`src/rtl/bch_pkg.sv`:
```
// Shared BCH(63,56) constants and the remainder-update step, also used by the
// downstream syndrome-split stage.
package bch_pkg;

  localparam int N     = 63;
  localparam int K     = 56;
  localparam int R     = 7;
  localparam int CNT_W = 6;

  // g(x) = x^7 + x^6 + x^2 + 1, x^7 implicit
  localparam logic [R-1:0] GPOLY = 7'b1000101;

  typedef enum logic [1:0] {
    ST_IDLE  = 2'd0,
    ST_ACCUM = 2'd1,
    ST_DONE  = 2'd2
  } state_e;

  function automatic logic [R-1:0] lfsr_step(input logic [R-1:0] rem, input logic din);
    logic [R-1:0] nxt;
    nxt = {rem[R-2:0], din};
    if (rem[R-1]) begin
      nxt = nxt ^ GPOLY;
    end else begin
      nxt = nxt;
    end
    return nxt;
  endfunction

endpackage

```
`src/rtl/bch_syndrome_calc_if.sv`:
```
// Bit-serial codeword input and syndrome/codeword result bundle.
// par_err is present only when BCH_PARITY_CHK_EN is defined.
interface bch_syndrome_calc_if;
  import bch_pkg::*;

  logic         sof;
  logic         din;
  logic         isEn1;
  logic [R-1:0] S;
  logic [N-1:0] cw;
  logic         isEn2;
  logic         busy;
`ifdef BCH_PARITY_CHK_EN
  logic         par_err;

  modport master (output sof, din, isEn1, input S, cw, isEn2, busy, par_err);
  modport slave  (input sof, din, isEn1, output S, cw, isEn2, busy, par_err);
`else
  modport master (output sof, din, isEn1, input S, cw, isEn2, busy);
  modport slave  (input sof, din, isEn1, output S, cw, isEn2, busy);
`endif

endinterface

```
`src/rtl/bch_lfsr_div.sv`:
```
// R-bit remainder register dividing the serial input by g(x). clr_i restarts
// the division so that the bit presented in the same cycle is absorbed from zero.
module bch_lfsr_div
  import bch_pkg::*;
(
  input  logic         clk,
  input  logic         rst_n,
  input  logic         clr_i,
  input  logic         en_i,
  input  logic         din_i,
  output logic [R-1:0] rem_nxt_o
);

  logic [R-1:0] rem_q;
  logic [R-1:0] rem_d;
  logic [R-1:0] base_s;

  // remainder after absorbing din_i, and the next register value
  always_comb begin
    base_s    = clr_i ? {R{1'b0}} : rem_q;
    rem_nxt_o = lfsr_step(base_s, din_i);
    if (en_i) begin
      rem_d = rem_nxt_o;
    end else begin
      rem_d = base_s;
    end
  end

  // remainder register
  always_ff @(posedge clk) begin
    if (!rst_n) begin
      rem_q <= {R{1'b0}};
    end else begin
      rem_q <= rem_d;
    end
  end

endmodule

```
`src/rtl/bch_syndrome_calc.sv`:
```
// BCH(63,56) serial syndrome front end: absorbs one bit per isEn1, then strobes
// isEn2 with S and the buffered codeword. BCH_PARITY_CHK_EN adds par_err.
module bch_syndrome_calc
  import bch_pkg::*;
(
  input  logic                clk,
  input  logic                rst_n,
  bch_syndrome_calc_if.slave  bus
);

  localparam logic [CNT_W-1:0] LAST_CNT = CNT_W'(N - 1);
  localparam logic [CNT_W-1:0] CNT_ONE  = {{(CNT_W-1){1'b0}}, 1'b1};

  state_e           state_q, state_d;
  logic [CNT_W-1:0] cnt_q, cnt_d;
  logic [N-1:0]     cw_q, cw_d;
  logic [R-1:0]     s_q, s_d;
  logic             isen2_q, isen2_d;
  logic             busy_q, busy_d;
  logic [R-1:0]     rem_nxt_s;
  logic             start_s;
  logic             accum_bit_s;
  logic             last_s;
`ifdef BCH_PARITY_CHK_EN
  logic             par_acc_q, par_acc_d;
  logic             par_err_q, par_err_d;
`endif

  // sof restarts a frame from any state, aborting one in progress
  assign start_s     = bus.isEn1 & bus.sof;
  assign accum_bit_s = bus.isEn1 & ~bus.sof & (state_q == ST_ACCUM);
  assign last_s      = accum_bit_s & (cnt_q == LAST_CNT);

  bch_lfsr_div u_lfsr (
    .clk       (clk),
    .rst_n     (rst_n),
    .clr_i     (start_s),
    .en_i      (start_s | accum_bit_s),
    .din_i     (bus.din),
    .rem_nxt_o (rem_nxt_s)
  );

  // next-state, counter, codeword buffer and result capture
  always_comb begin
    state_d = state_q;
    cnt_d   = cnt_q;
    cw_d    = cw_q;
    s_d     = s_q;
    isen2_d = 1'b0;
`ifdef BCH_PARITY_CHK_EN
    par_acc_d = par_acc_q;
    par_err_d = par_err_q;
`endif

    case (state_q)
      ST_IDLE: begin
        if (start_s) state_d = ST_ACCUM;
        else         state_d = ST_IDLE;
      end
      ST_ACCUM: begin
        if (start_s)     state_d = ST_ACCUM;
        else if (last_s) state_d = ST_DONE;
        else             state_d = ST_ACCUM;
      end
      ST_DONE: begin
        if (start_s) state_d = ST_ACCUM;
        else         state_d = ST_IDLE;
      end
      default: state_d = ST_IDLE;
    endcase

    if (start_s) begin
      cnt_d = CNT_ONE;
      cw_d  = {{(N-1){1'b0}}, bus.din};
`ifdef BCH_PARITY_CHK_EN
      par_acc_d = bus.din;
`endif
    end else if (accum_bit_s) begin
      cw_d = {cw_q[N-2:0], bus.din};
`ifdef BCH_PARITY_CHK_EN
      par_acc_d = par_acc_q ^ bus.din;
`endif
      if (last_s) begin
        cnt_d   = {CNT_W{1'b0}};
        s_d     = rem_nxt_s;
        isen2_d = 1'b1;
`ifdef BCH_PARITY_CHK_EN
        par_err_d = par_acc_q ^ bus.din;
`endif
      end else begin
        cnt_d = cnt_q + CNT_ONE;
      end
    end else begin
      cnt_d = cnt_q;
    end

    busy_d = (state_d == ST_ACCUM);
  end

  // state and output registers
  always_ff @(posedge clk) begin
    if (!rst_n) begin
      state_q <= ST_IDLE;
      cnt_q   <= {CNT_W{1'b0}};
      cw_q    <= {N{1'b0}};
      s_q     <= {R{1'b0}};
      isen2_q <= 1'b0;
      busy_q  <= 1'b0;
`ifdef BCH_PARITY_CHK_EN
      par_acc_q <= 1'b0;
      par_err_q <= 1'b0;
`endif
    end else begin
      state_q <= state_d;
      cnt_q   <= cnt_d;
      cw_q    <= cw_d;
      s_q     <= s_d;
      isen2_q <= isen2_d;
      busy_q  <= busy_d;
`ifdef BCH_PARITY_CHK_EN
      par_acc_q <= par_acc_d;
      par_err_q <= par_err_d;
`endif
    end
  end

  assign bus.S     = s_q;
  assign bus.cw    = cw_q;
  assign bus.isEn2 = isen2_q;
  assign bus.busy  = busy_q;
`ifdef BCH_PARITY_CHK_EN
  assign bus.par_err = par_err_q;
`endif

endmodule

```
`src/flat_wrapper.sv`:
```
// flat-port wrapper written by rule: the top's interface ports become plain ports
module bch_syndrome_calc_flat import bch_pkg::*;
  (clk, rst_n, bus_sof, bus_din, bus_isEn1, bus_S, bus_cw, bus_isEn2, bus_busy);
  bch_syndrome_calc_if bus_i ();
  input  logic clk;
  input  logic rst_n;
  input wire logic [$bits(bus_i.sof)-1:0] bus_sof;
  input wire logic [$bits(bus_i.din)-1:0] bus_din;
  input wire logic [$bits(bus_i.isEn1)-1:0] bus_isEn1;
  output wire logic [$bits(bus_i.S)-1:0] bus_S;
  output wire logic [$bits(bus_i.cw)-1:0] bus_cw;
  output wire logic [$bits(bus_i.isEn2)-1:0] bus_isEn2;
  output wire logic [$bits(bus_i.busy)-1:0] bus_busy;
  assign bus_i.sof = bus_sof;
  assign bus_i.din = bus_din;
  assign bus_i.isEn1 = bus_isEn1;
  assign bus_S = bus_i.S;
  assign bus_cw = bus_i.cw;
  assign bus_isEn2 = bus_i.isEn2;
  assign bus_busy = bus_i.busy;
  bch_syndrome_calc u_core (.clk(clk), .rst_n(rst_n), .bus(bus_i));
endmodule
```
`config.mk`:
```
export PLATFORM = sky130hd
export DESIGN_NAME = bch_syndrome_calc_flat
export DESIGN_NICKNAME = d
export VERILOG_FILES = /design/src/rtl/bch_pkg.sv /design/src/rtl/bch_syndrome_calc_if.sv /design/src/rtl/bch_lfsr_div.sv /design/src/rtl/bch_syndrome_calc.sv /design/src/flat_wrapper.sv
export SDC_FILE = /design/constraint.sdc
export NUM_CORES = 1
export LEC_CHECK = 0
export CORE_AREA = 2 2 136 85
export DETAILED_ROUTE_END_ITERATION = 8
export DIE_AREA = 0 0 138 87
export PLACE_DENSITY = 0.55
export SYNTH_ARGS = -nofsm -noshare
export SYNTH_HDL_FRONTEND = slang
export SYNTH_SLANG_ARGS = --single-unit
export TNS_END_PERCENT = 50
```
`constraint.sdc`:
```
create_clock -name clk -period 1.3 [get_ports clk]
set_input_delay 0.13 -clock clk [delete_from_list [all_inputs] [get_ports clk]]
set_output_delay 0.13 -clock clk [all_outputs]
set_load 0.01 [all_outputs]
```
==> results of run 1 <==
flip-flops by register name, indices dropped and copies added, names as in the netlist:
| signal | cells |
|---|---|
| u_core.state_q | 2 |
| u_core.bus.S | 7 |
| u_core.bus.busy | 1 |
| u_core.bus.isEn2 | 1 |
| u_core.cnt_q | 6 |
| u_core.bus.cw | 63 |
| u_core.u_lfsr.rem_q | 7 |
cells in the final DEF, fill, tap and decap left out, types with 3 or more instances in the layout:
| cell | n |
|---|---|
| dfxtp_1 | 84 |
| a22oi_1 | 4 |
| clkinv_2 | 3 |
| nand2_1 | 134 |
| clkbuf_16 | 11 |
| buf_4 | 21 |
| nor2_1 | 15 |
| a21oi_1 | 66 |
| dfxtp_2 | 3 |
| nand3_1 | 6 |
| clkdlybuf4s50_1 | 4 |
| o21ai_0 | 4 |
| a21oi_2 | 4 |
| buf_12 | 8 |
| o21ai_1 | 3 |
| dlygate4sd2_1 | 72 |
area by class of cell:
class | count | area, um^2 | area share [%]
Sequential cell | 87 | 1750 | 37.5
Clock inverter | 5 | 75.1 | 1.61
Timing Repair Buffer | 109 | 1060 | 22.8
Tap cell | 144 | 180 | 3.87
Inverter | 2 | 7.51 | 0.161
Multi-Input combinational cell | 271 | 1360 | 29.3
Clock buffer | 9 | 225 | 4.84
metal layers:
metal	up-vias	global-route usage (%)	wire length, um
met5	-	0	0
met4	0	3.90	73
met3	10	5.83	565
met2	72	17.8	3050
met1	1324	18.1	4270
li1	1467	-	-
worst paths after layout:
check / startpoint / endpoint / slack (ns) / cells after the start
min reg2reg: u_core.bus.cw[62] / u_core.bus.cw[62] / 0.46 / 2
max reg2reg: u_core.cnt_q[0] / u_core.bus.S[6] / -0.04 / 6
max: u_core.cnt_q[0] / u_core.bus.S[6] / -0.04 / 6
min: u_core.bus.cw[62] / u_core.bus.cw[62] / 0.46 / 2
kinds of logic (layout without fill, tap and decap cells):
group	Yosys count	after routing	synth area share, %
flops	87	87	55.3
mux	2	2	0.636
xor+xnor	4	4	1.11
compound gates	91	91	15.5
fa+ha+maj	2	2	0.795
buf+inv	28	125	3.94
simple gates	172	172	22.6
power breakdown:
| group | internal (mW) | total, mW | switching [mW] | leakage (nW) |
|---|---|---|---|---|
| logic | 0.108 | 0.260 | 0.151 | 1.08 |
| clock network | 1.65 | 2.63 | 0.984 | 0.151 |
| registers | 2.68 | 2.69 | 0.00759 | 0.703 |
worst min-delay path, cell delays in order, from the launching register on:
cell     delay (ns)
dfxtp_1        0.31
nand2_1        0.05
a21oi_1        0.05
timing repair:
action                     in CTS  in global routing
buffers inserted                1                  4
resized for setup              84                 12
setup endpoints to repair     156                 61
gates cloned                    0                  2
hold buffers                    0                  0
pin swaps                       8                  3
==> summary.txt, run 1 <==
Status -> complete, but fails checks
Failing checks -> negative setup slack
Cells after Synth -> 386
Clock sinks -> 87
FP Rows -> 30
Worst-Skew Late Latency -> 0.33 ns
Startpoint Class -> flip-flop
RSZ-0062 raised after global routing -> yes
Ports -> 77
Static Leakage -> 1.93 nW
Vias per inst -> 4.58
Dpl cells -> 606
Per-cell routed wire length -> 12.7 um
Number of fill cells in the layout -> 1112
Cell area after layout -> 4660 um^2
Seq/Total Area, Yosys -> 55.3%
Yosys warns -> 0
CTS buffer count -> 9
Critical Path AT -> 1.59 ns
Drt total wl -> 7960 um
Synth area leaders -> dfxtp_1 (55%), nand2_1 (16%), a21oi_1 (11%), buf_2 (1.9%), nor2_1 (1.9%)
Htree depth -> 3
Peak VDD IR -> 0.600 mV
Mapped cell area -> 3150 um^2
Buffers & Inverters on Critical Path -> 2
Min Hold Slack -> 0.455 ns
Final setup margin -> -0.0418 ns
Critical path, cell by cell -> inv_2 -> ha_4 -> and4_4 -> nand3_4 -> buf_12 -> o31ai_2
Most numerous cell in the Yosys netlist -> nand2_1
Dpl ws -> -0.431 ns
Iteration count of the initial detailed-routing pass -> 4
Max-cap violations -> 0
Die area -> 12000 um^2
Largest net degree at the start of global routing -> 39
Slew Viols, Final -> 0
Vias in the first global route -> 2531
Slew margin rel. -> 82.5%
Routability congestion estimate -> 0.783
Longest Clk Path Bufs -> 2
Cell Count, Final, Fillers Out -> 627
Top-area cell type share of the netlist area -> 55.3%
Worst slew pin tran -> 0.262 ns
Distinct cells, synth -> 33
Initial Util -> 28.9%
Fin Clk Skew -> 0.00295 ns
Tmin final -> 1.34 ns
Power Total -> 5.58 mW
Worst hold path class -> reg -> reg
Final hold vios -> 0
Routed Antenna Nets -> 0
Critical Path End Type -> flip-flop
Power Density -> 1200 nW/um^2
Final setup violation count -> 9
Nets -> 487
Final TNS setup -> -0.145 ns
Clock-pin slew on the worst setup and hold paths -> 0.06 ns
Iter 0 DRT Violations -> 190
Core footprint -> 10900 um^2
Worst path slowest cell -> dfxtp_2
Ys flop type -> dfxtp_1
Seq cells post-synth -> 87
DRC Markers -> 0
Achievable Freq -> 0.745 GHz
Avg Cell Area, Syn -> 8.15 um^2
Gr ovfl total -> 0
Detail Placement HPWL -> 5230 um
Final Core Density -> 42.8%
Synth top cells by count -> nand2_1 (135), dfxtp_1 (87), a21oi_1 (70)
Clock root buffer -> clkbuf_16
First-pass GRT wire length -> 12600 um
Area grow syn2layout -> 48.0%
TritonCTS clock tree -> built
ANT cells -> 0
Synth async-reset ratio -> 0%
Cell family with most CP delay -> flip-flops
Area leader, netlist -> dfxtp_1
Post-Place Cell Area -> 4260 um^2
Final critical-path share of the clock period -> 103%
Syn_nets -> 393
Number of synthesized flops with an enable pin -> 0
Routed vias -> 2873
Required @ worst endpoint -> 1.55 ns
Share of layout cells above drive strength 1 -> 13.9%
Largest stage delay, worst path -> 0.32 ns
Critical path class -> reg -> reg
Number of I/O port buffers -> 76
Die X -> 138 um
Initial antenna violation count -> 0
Total track usage -> 13.0%
Max FO, Critical Path -> 13
Die H -> 87 um
No activity file was read; power rests on OpenSTA's default activity.
==> run 2, diff against run 1 <==
--- a/config.mk
+++ b/config.mk
@@ -5,10 +5,13 @@
 export SDC_FILE = /design/constraint.sdc
 export NUM_CORES = 1
 export LEC_CHECK = 0
+export CELL_PAD_IN_SITES_DETAIL_PLACEMENT = 1
+export CELL_PAD_IN_SITES_GLOBAL_PLACEMENT = 1
 export CORE_AREA = 2 2 136 85
 export DETAILED_ROUTE_END_ITERATION = 8
 export DIE_AREA = 0 0 138 87
-export PLACE_DENSITY = 0.55
+export DONT_BUFFER_PORTS = 1
+export PLACE_DENSITY = 0.57
 export SYNTH_ARGS = -nofsm -noshare
 export SYNTH_HDL_FRONTEND = slang
 export SYNTH_SLANG_ARGS = --single-unit
==> summary.txt, run 2 (same netlist as run 1, synthesis figures left out) <==
Final Core Density -> 36.3%
Net Switching -> 1.23 mW
Internal power -> 4.35 mW
Critical path class -> reg -> reg
Iter 0 DRT Violations -> 113
Max-cap violations -> 0
Routed Antenna Nets -> 0
Ports -> 77
Met1 Usage GRT -> 18.6%
Clock root buffer -> clkbuf_16
Grt peak-use layer -> met2
Clock sinks -> 87
Final setup violation count -> 6
Worst hold path class -> in -> reg
Number of I/O port buffers -> 0
Final hold vios -> 0
Vias in the first global route -> 2680
Initial antenna violation count -> 0
Largest net degree at the start of global routing -> 41
Max reg flops -> 63
Detail Placement HPWL -> 5750 um
Comb pwr share -> 4.0%
Critical Path End Type -> flip-flop
Post-Place Cell Area -> 3490 um^2
GRT met2 Usage -> 21.6%
Worst-Skew Late Latency -> 0.34 ns
Vias per inst -> 4.85
Tmin final -> 1.34 ns
Achievable Freq -> 0.748 GHz
Per-cell routed wire length -> 15.8 um
Flop pwr share -> 48.1%
Nets -> 412
Most common cell after layout, fill and taps aside -> nand2_1
RSZ-0062 raised after global routing -> yes
Failing checks -> negative setup slack
Slew Viols, Final -> 0
Final critical-path share of the clock period -> 103%
Total track usage -> 14.6%
Cell area after layout -> 3960 um^2
TritonCTS clock tree -> built
Max FO, Critical Path -> 8
Startpoint Class -> flip-flop
Htree depth -> 3
Routed vias -> 2688
Die H -> 87 um
Drt total wl -> 8770 um
Peak VDD IR -> 0.619 mV
FP Rows -> 30
Final setup margin -> -0.0375 ns
Die area -> 12000 um^2
Worst slew pin tran -> 0.458 ns
First-pass GRT wire length -> 14000 um
Core footprint -> 10900 um^2
Area grow syn2layout -> 25.7%
Power Density -> 1410 nW/um^2
Met3 usage -> 7.48%
DRC Markers -> 0
Longest Clk Path Bufs -> 2
Routability congestion estimate -> 0.739
Share of layout cells above drive strength 1 -> 16.6%
Most frequent cells in the layout -> nand2_1 (134), dfxtp_1 (84), a21oi_1 (70), buf_4 (23), nor2_1 (15)
Gr ovfl total -> 0
Iteration count of the initial detailed-routing pass -> 4
Initial Util -> 28.9%
Critical Path AT -> 1.56 ns
Required @ worst endpoint -> 1.52 ns
Fin Clk Skew -> 0.00519 ns
Clock-pin slew on the worst setup and hold paths -> 0.06 ns
ANT cells -> 0
Die X -> 138 um
CTS buffer count -> 9
Status -> complete, but fails checks
Sw Ratio -> 22.1%
Slew margin rel. -> 69.5%
Clk pwr share -> 47.8%
Static Leakage -> 1.31 nW
run 2: changes by cell type in the layout (fill, tap and decap cells not counted), moves of 3 or more:
cell	delta
a21oi_2	-4
dlygate4sd3_1	+3
clkdlybuf4s50_1	-4
dlygate4sd2_1	-72
buf_12	-4
a21oi_1	+4
run 2: area by class of cell:
cell class                      count  area (um^2)
Clock buffer                       11          253
Clock inverter                      5         56.3
Fill cell                        1274         6930
Inverter                            2         7.51
Multi-Input combinational cell    271         1370
Sequential cell                    87         1750
Tap cell                          144          180
Timing Repair Buffer               34          342
run 2: final timing paths:
path | cells past startpoint | slack (ns) | endpoint | start
setup / recovery | 6 | -0.04 | u_core.u_lfsr.rem_q[1] | u_core.state_q[1]
hold / removal | 3 | 0.06 | u_core.bus.cw[0] | bus_isEn1
setup reg to reg | 6 | -0.04 | u_core.u_lfsr.rem_q[1] | u_core.state_q[1]
hold reg to reg | 2 | 0.48 | u_core.bus.S[4] | u_core.u_lfsr.rem_q[3]
run 2: what timing repair did:
item	4_1_cts	5_1_grt
hold buffers	3	0
gates cloned	0	1
resized for setup	8	14
buffers inserted	1	3
setup endpoints to repair	50	84
hold endpoints to repair	9	0
pin swaps	3	7
run 2: per-stage QoR:
stage	std cells	total power [mW]	setup slack (ns)	TNS (ns)	hold WS, ns
after floorplan	386	2.86	-0.0108	-0.0108	0.270
after global placement	530	2.93	-0.0671	-0.327	0.274
after detailed placement	530	2.94	-0.120	-1.08	0.279
after CTS	550	5.64	-0.0485	-0.0595	0.0448
after global routing	554	5.80	-0.105	-3.69	0.0676
final	554	5.58	-0.0375	-0.109	0.0595
run 2: worst max-delay path, stage by stage, from the launching register on:
cell and delay [ns]:
dfxtp_2 0.32, and4bb_4 0.26, buf_6 0.15, buf_4 0.14, buf_4 0.12, a22oi_2 0.18
nor2_1 0.06
run 2: per-layer routing:
| layer | routed length (um) | part of all wire, % |
|---|---|---|
| met1 | 4290 | 49 |
| met2 | 3640 | 41 |
| met3 | 755 | 8.6 |
| met4 | 83 | 0.95 |
| met5 | 0 | 0 |
run 2: power by group through the flow:
stage	Sequential (mW)	Clock (mW)	Combinational [mW]
detailed placement	2.75	0	0.189
finish	2.69	2.67	0.224
floorplan	2.75	0	0.109
CTS	2.69	2.74	0.210
global placement	2.75	0	0.185
global route	2.69	2.87	0.245
